===== src/rtl/fetch_stage_if.sv =====
// Instruction-memory request/response bus between the fetch stage and imem.
// One word request per strobe; the response strobe carries the word back.
interface fetch_stage_if;
  logic        imem_req;
  logic [31:0] imem_addr;
  logic        imem_rvalid;
  logic [31:0] imem_rdata;

  modport master (
    output imem_req,
    output imem_addr,
    input  imem_rvalid,
    input  imem_rdata
  );

  modport slave (
    input  imem_req,
    input  imem_addr,
    output imem_rvalid,
    output imem_rdata
  );
endinterface


===== src/rtl/fetch_stage.sv =====
// RV32I instruction-fetch stage: PC, single-outstanding imem request, IF/ID register
// with decode stall, execute redirect / wrong-path squash and variable memory latency.
module fetch_stage #(
  parameter logic [31:0] RESET_PC  = 32'h0000_2000,
  parameter logic [31:0] NOP_INSTR = 32'h0000_0013
) (
  input  logic                clk,
  input  logic                rst_n,
  fetch_stage_if.master       imem,
  input  logic                stall,
  input  logic                redirect,
  input  logic [31:0]         redirect_pc,
  output logic                if_valid,
  output logic [31:0]         if_pc,
  output logic [31:0]         if_instr
);

  typedef enum logic [1:0] {IDLE, BUSY, DROP, HOLD} state_t;

  state_t      state;
  logic [31:0] pc_q;
  logic [31:0] addr_q;
  logic [31:0] skid_q;

  logic        accept;
  logic        issue;
  logic        load;
  logic [31:0] redir_pc;
  logic [31:0] pc_sel;
  logic [31:0] fetch_addr;
  logic [31:0] load_instr;

  always_comb begin
    accept     = !if_valid || !stall;
    redir_pc   = {redirect_pc[31:2], 2'b00};
    // A redirect always wins the fetch address, whichever state issues.
    pc_sel     = redirect ? redir_pc : pc_q;
    fetch_addr = {pc_sel[31:2], 2'b00};
    issue      = 1'b0;
    load       = 1'b0;
    load_instr = imem.imem_rdata;
    case (state)
      IDLE: issue = redirect || accept;
      BUSY: begin
        if (imem.imem_rvalid) begin
          issue = redirect || accept;
          load  = !redirect && accept;
        end
      end
      HOLD: begin
        issue      = redirect || !stall;
        load       = !redirect && !stall;
        load_instr = skid_q;
      end
      DROP: issue = imem.imem_rvalid;
      default: ;
    endcase
  end

  // Gated by rst_n so no strobe leaks out while held in reset.
  assign imem.imem_req  = issue && rst_n;
  assign imem.imem_addr = imem.imem_req ? fetch_addr : 32'h0;

  // Control: FSM, PC and IF/ID register
  always_ff @(posedge clk or negedge rst_n) begin
    if (!rst_n) begin
      state    <= IDLE;
      pc_q     <= RESET_PC;
      if_valid <= 1'b0;
      if_pc    <= 32'h0;
      if_instr <= NOP_INSTR;
    end else begin
      if (issue) begin
        state <= BUSY;
        pc_q  <= fetch_addr + 32'd4;
      end else begin
        case (state)
          BUSY: begin
            if (!imem.imem_rvalid && redirect) begin
              pc_q  <= redir_pc;
              state <= DROP;
            end else if (imem.imem_rvalid) begin
              state <= HOLD;
            end
          end
          DROP: if (redirect) pc_q <= redir_pc;
          default: ;
        endcase
      end

      if (redirect) begin
        if_valid <= 1'b0;
        if_instr <= NOP_INSTR;
      end else if (load) begin
        if_valid <= 1'b1;
        if_pc    <= addr_q;
        if_instr <= load_instr;
      end else if (if_valid && !stall) begin
        if_valid <= 1'b0;
        if_instr <= NOP_INSTR;
      end
    end
  end

  // Data: request address and skid word, qualified by control only
  always_ff @(posedge clk) begin
    if (issue) addr_q <= fetch_addr;
    if (state == BUSY && imem.imem_rvalid && !issue) skid_q <= imem.imem_rdata;
  end

endmodule


===== src/flat_wrapper.sv =====
// flat-port wrapper written by rule: the top's interface ports become plain ports
module fetch_stage_flat 
#(
  parameter logic [31:0] RESET_PC  = 32'h0000_2000,
  parameter logic [31:0] NOP_INSTR = 32'h0000_0013
)
  (clk, rst_n, stall, redirect, redirect_pc, if_valid, if_pc, if_instr, imem_imem_req, imem_imem_addr, imem_imem_rvalid, imem_imem_rdata);
  fetch_stage_if imem_i ();
  input  logic clk;
  input  logic rst_n;
  input  logic stall;
  input  logic redirect;
  input  logic [31:0] redirect_pc;
  output logic if_valid;
  output logic [31:0] if_pc;
  output logic [31:0] if_instr;
  output wire logic [$bits(imem_i.imem_req)-1:0] imem_imem_req;
  output wire logic [$bits(imem_i.imem_addr)-1:0] imem_imem_addr;
  input wire logic [$bits(imem_i.imem_rvalid)-1:0] imem_imem_rvalid;
  input wire logic [$bits(imem_i.imem_rdata)-1:0] imem_imem_rdata;
  assign imem_imem_req = imem_i.imem_req;
  assign imem_imem_addr = imem_i.imem_addr;
  assign imem_i.imem_rvalid = imem_imem_rvalid;
  assign imem_i.imem_rdata = imem_imem_rdata;
  fetch_stage #(.RESET_PC(RESET_PC), .NOP_INSTR(NOP_INSTR)) u_core (.clk(clk), .rst_n(rst_n), .imem(imem_i), .stall(stall), .redirect(redirect), .redirect_pc(redirect_pc), .if_valid(if_valid), .if_pc(if_pc), .if_instr(if_instr));
endmodule

===== config.mk =====
export PLATFORM = sky130hd
export DESIGN_NAME = fetch_stage_flat
export DESIGN_NICKNAME = d
export VERILOG_FILES = /design/src/rtl/fetch_stage_if.sv /design/src/rtl/fetch_stage.sv /design/src/flat_wrapper.sv
export SDC_FILE = /design/constraint.sdc
export NUM_CORES = 1
export LEC_CHECK = 0
export CAP_MARGIN = 5
export CORE_MARGIN = 4
export CORE_UTILIZATION = 39
export CTS_CLUSTER_SIZE = 10
export DETAILED_ROUTE_END_ITERATION = 10
export PLACE_DENSITY = 0.67
export SYNTH_ARGS = -nofsm -noshare
export SYNTH_HDL_FRONTEND = slang
export SYNTH_SLANG_ARGS = --single-unit

===== constraint.sdc =====
create_clock -name clk -period 3.6 [get_ports clk]
set_input_delay 0.72 -clock clk [delete_from_list [all_inputs] [get_ports clk]]
set_output_delay 0.72 -clock clk [all_outputs]
set_load 0.02 [all_outputs]

==> reports/metrics.yaml, run 1 <==
run_status: "completed"
required_ps: 2880
setup_violations: 0
ir_worst_vdd_mv: 0.508
cts_tree: "yes"
cts_max_level: 4
fin_cells: 1150
clock_power_share: 0.208
ys_seq_area_frac: 0.559
finalClockSkew_ps: 15.5
grt_use_met1: 0.259
postRouteAntennaNets: 0
grt_overflow: 0
grt_max_degree: 60
ys_types: 63
syn_area_mm2: 0.00759
drv_slew: 0
synthToLayoutAreaGrowth_pct: 37.0
grt_util_met2: 0.282
cts.path.max_buffers: 2
cp-start-kind: "input pin"
synth_flop_cell: "dfrtp_1"
nFillCells: 1651
use_met3: 0.0435
synth-edff-count: 62
cp-end-kind: "output port"
critPathArrivalTime_ps: 2650
p_int_mw: 5.48
worst_pin_slew_ps: 770
cts_inserted_buffers: 17
hp-class: "in2async"
dp.cells: 1118
nets: 951
seqPwrFrac: 0.345
ys_async_sr_fraction: 0.605
clk_root_buffer_cell: "clkbuf_16"
dieArea_mm2: 0.0218
wl_um: 19600
power_per_cell_area_mw_per_mm2: 842
synth_area_leaders: "dfrtp_1, edfxtp_1, mux2i_1, nand2_1, o2bb2ai_1"
ys_ff_latch: 157
p_comb_frac: 0.447
wl_per_cell_um: 17.1
crit_type: "in2out"
cap_violations: 0
vias_per_cell: 5.06
antenna_found_initial: 1
reg2regPathDepth: 8
grt_pass1_vias: 5827
synthCells: 688
yosys_warnings: 0
sw_frac_of_total: 0.375
yosysTopAreaCellShare: 0.300
grtUsageTotal: 0.182
rsz0062_at_grt: "no"
drive_gt1_frac: 0.146
drt_iter0_drc: 311
busiest_layer: "met2"
synth_common_cells: "nand2_1, dfrtp_1, mux2i_1, edfxtp_1, nor2_1"
cts.sinks: 157
grt_pass1_wl_um: 31500
gp_congestion: 0.852
synth_most_common_cell: "nand2_1"
path_clk_slew_ps: 70
period_needed_ps: 3370
setup_slack_ps: 227
placed_area_mm2: 0.00975
route.detailed.drc: 0
final_util: 0.549
fmax_mhz: 297
antennaDiodeCount: 0
vias: 5815
p_switching_mw: 3.28
leakage_nw: 4.77
tns_ps: 0
hpwl_um: 13700
ios: 167
coreArea_mm2: 0.0190
rows: 50
avgSynthCellArea_um2: 11.0
die_y_um: 148
post-cts-setup-buffers: 0
cts_hold_buf: 0
finalHoldViolCount: 0
regToRegEndpoint: "u_core.pc_q[26]"
finalCritPeriodShare: 0.937
fin_area_mm2: 0.0104
total_power_mw: 8.76
worst_hold_slack_ps: 151
r2r_setup_slack_ps: 1100
post-synth-top-area-cell: "dfrtp_1"
critPathMaxFanout: 14
r2r-start: "u_core.pc_q[2]"
place_ws_ps: 14.9
clkLatencyLatePin_ps: 430
fp.dieW_um: 148
dr.pass1.iters: 4
slew_headroom: 0.487
initial_core_util: 0.401
io_buffers: 160
-- layout make-up --
class / instances / area (um2) / area share
repair buffers: 211 / 2080 / 0.200
flip-flops and latches: 157 / 4240 / 0.408
multi-input cells: 453 / 3020 / 0.290
clock buffers: 17 / 425 / 0.0409
clock inverters: 15 / 173 / 0.0166
inverters: 37 / 139 / 0.0133
well taps: 260 / 325 / 0.0313
-- registers in the layout, indices dropped and copies added (netlist names) --
| signal | flops |
|---|---|
| u_core.if_instr | 32 |
| u_core.skid_q | 32 |
| u_core.addr_q | 30 |
| u_core.if_pc | 30 |
| u_core.pc_q | 30 |
| u_core.state | 2 |
| u_core.if_valid | 1 |
-- power groups by stage --
stage / sequential [mW] / clock, mW / combinational, mW
finish: 3.02 / 1.82 / 3.92
global route: 3.10 / 1.95 / 4.26
CTS: 3.02 / 1.87 / 3.99
detailed placement: 3.05 / 0 / 3.97
global placement: 3.03 / 0 / 3.94
floorplan: 3.33 / 0 / 2.07
-- kinds of logic (layout without fill, tap and decap cells) --
logic type,after synthesis,after routing,synth area share
muxes,89,89,0.121
other,1,4,0.000494
xor gates and xnor gates,11,11,0.0127
buffers and inverters,81,280,0.0493
and+or+nand+nor,235,235,0.138
adders and majority gates,5,5,0.00824
DFF,157,157,0.559
AOI/OAI and AO/OA,109,109,0.111
-- layer usage --
metal / part of all wire / vias up / routed length (um)
li1: - / 2817 / -
met1: 0.48 / 2812 / 9350
met2: 0.46 / 173 / 8980
met3: 0.059 / 11 / 1160
met4: 0.0070 / 2 / 138
met5: 0.0010 / - / 20
-- how the worst max path moves through the flow --
stage                               start                  to  cells past startpoint
after floorplan                  redirect    u_core.skid_q[0]                      9
after global placement              stall  imem_imem_addr[30]                      9
after detailed placement            stall   imem_imem_addr[2]                      9
after CTS                           stall  imem_imem_addr[28]                      9
after global routing      u_core.state[1]   imem_imem_addr[2]                     10
final                               stall   imem_imem_addr[6]                      9
-- critical path, stage by stage --
cell	delay [ps]
clkdlybuf4s50_1	550
a21boi_0	110
o31a_1	320
nor2_2	140
inv_2	60
nand2_1	120
buf_4	230
nor2_1	80
dlygate4sd2_1	320
-- cell usage in the layout (no fill, tap or decap), types with 17 or more instances in the layout --
master / count
dfrtp_1: 91
mux2i_1: 70
nor2_1: 40
o21ai_0: 25
clkbuf_16: 17
inv_1: 35
nand2_1: 131
mux2_2: 18
edfxtp_1: 62
clkdlybuf4s50_1: 127
buf_4: 48
dlymetal6s2s_1: 25
o2bb2ai_1: 29
-- what timing repair did --
action                     in CTS  in global routing
cloned                          0                  0
setup endpoints to repair      17                 25
resized for setup               7                 25
Note: power is estimated with default switching activity, not from simulation.
==> run 2, diff against run 1 <==
CTS_CLUSTER_DIAMETER = 80   (was default)
==> results of run 2 <==
The final DEF is identical to that of run 1; final timing and power are the same.
==> run 3, diff against run 2 <==
CTS_CLUSTER_DIAMETER = default   (was 80)
CTS_CLUSTER_SIZE = 40   (was 10)
==> results of run 3 <==
The final DEF is identical to that of run 1; final timing and power are the same.
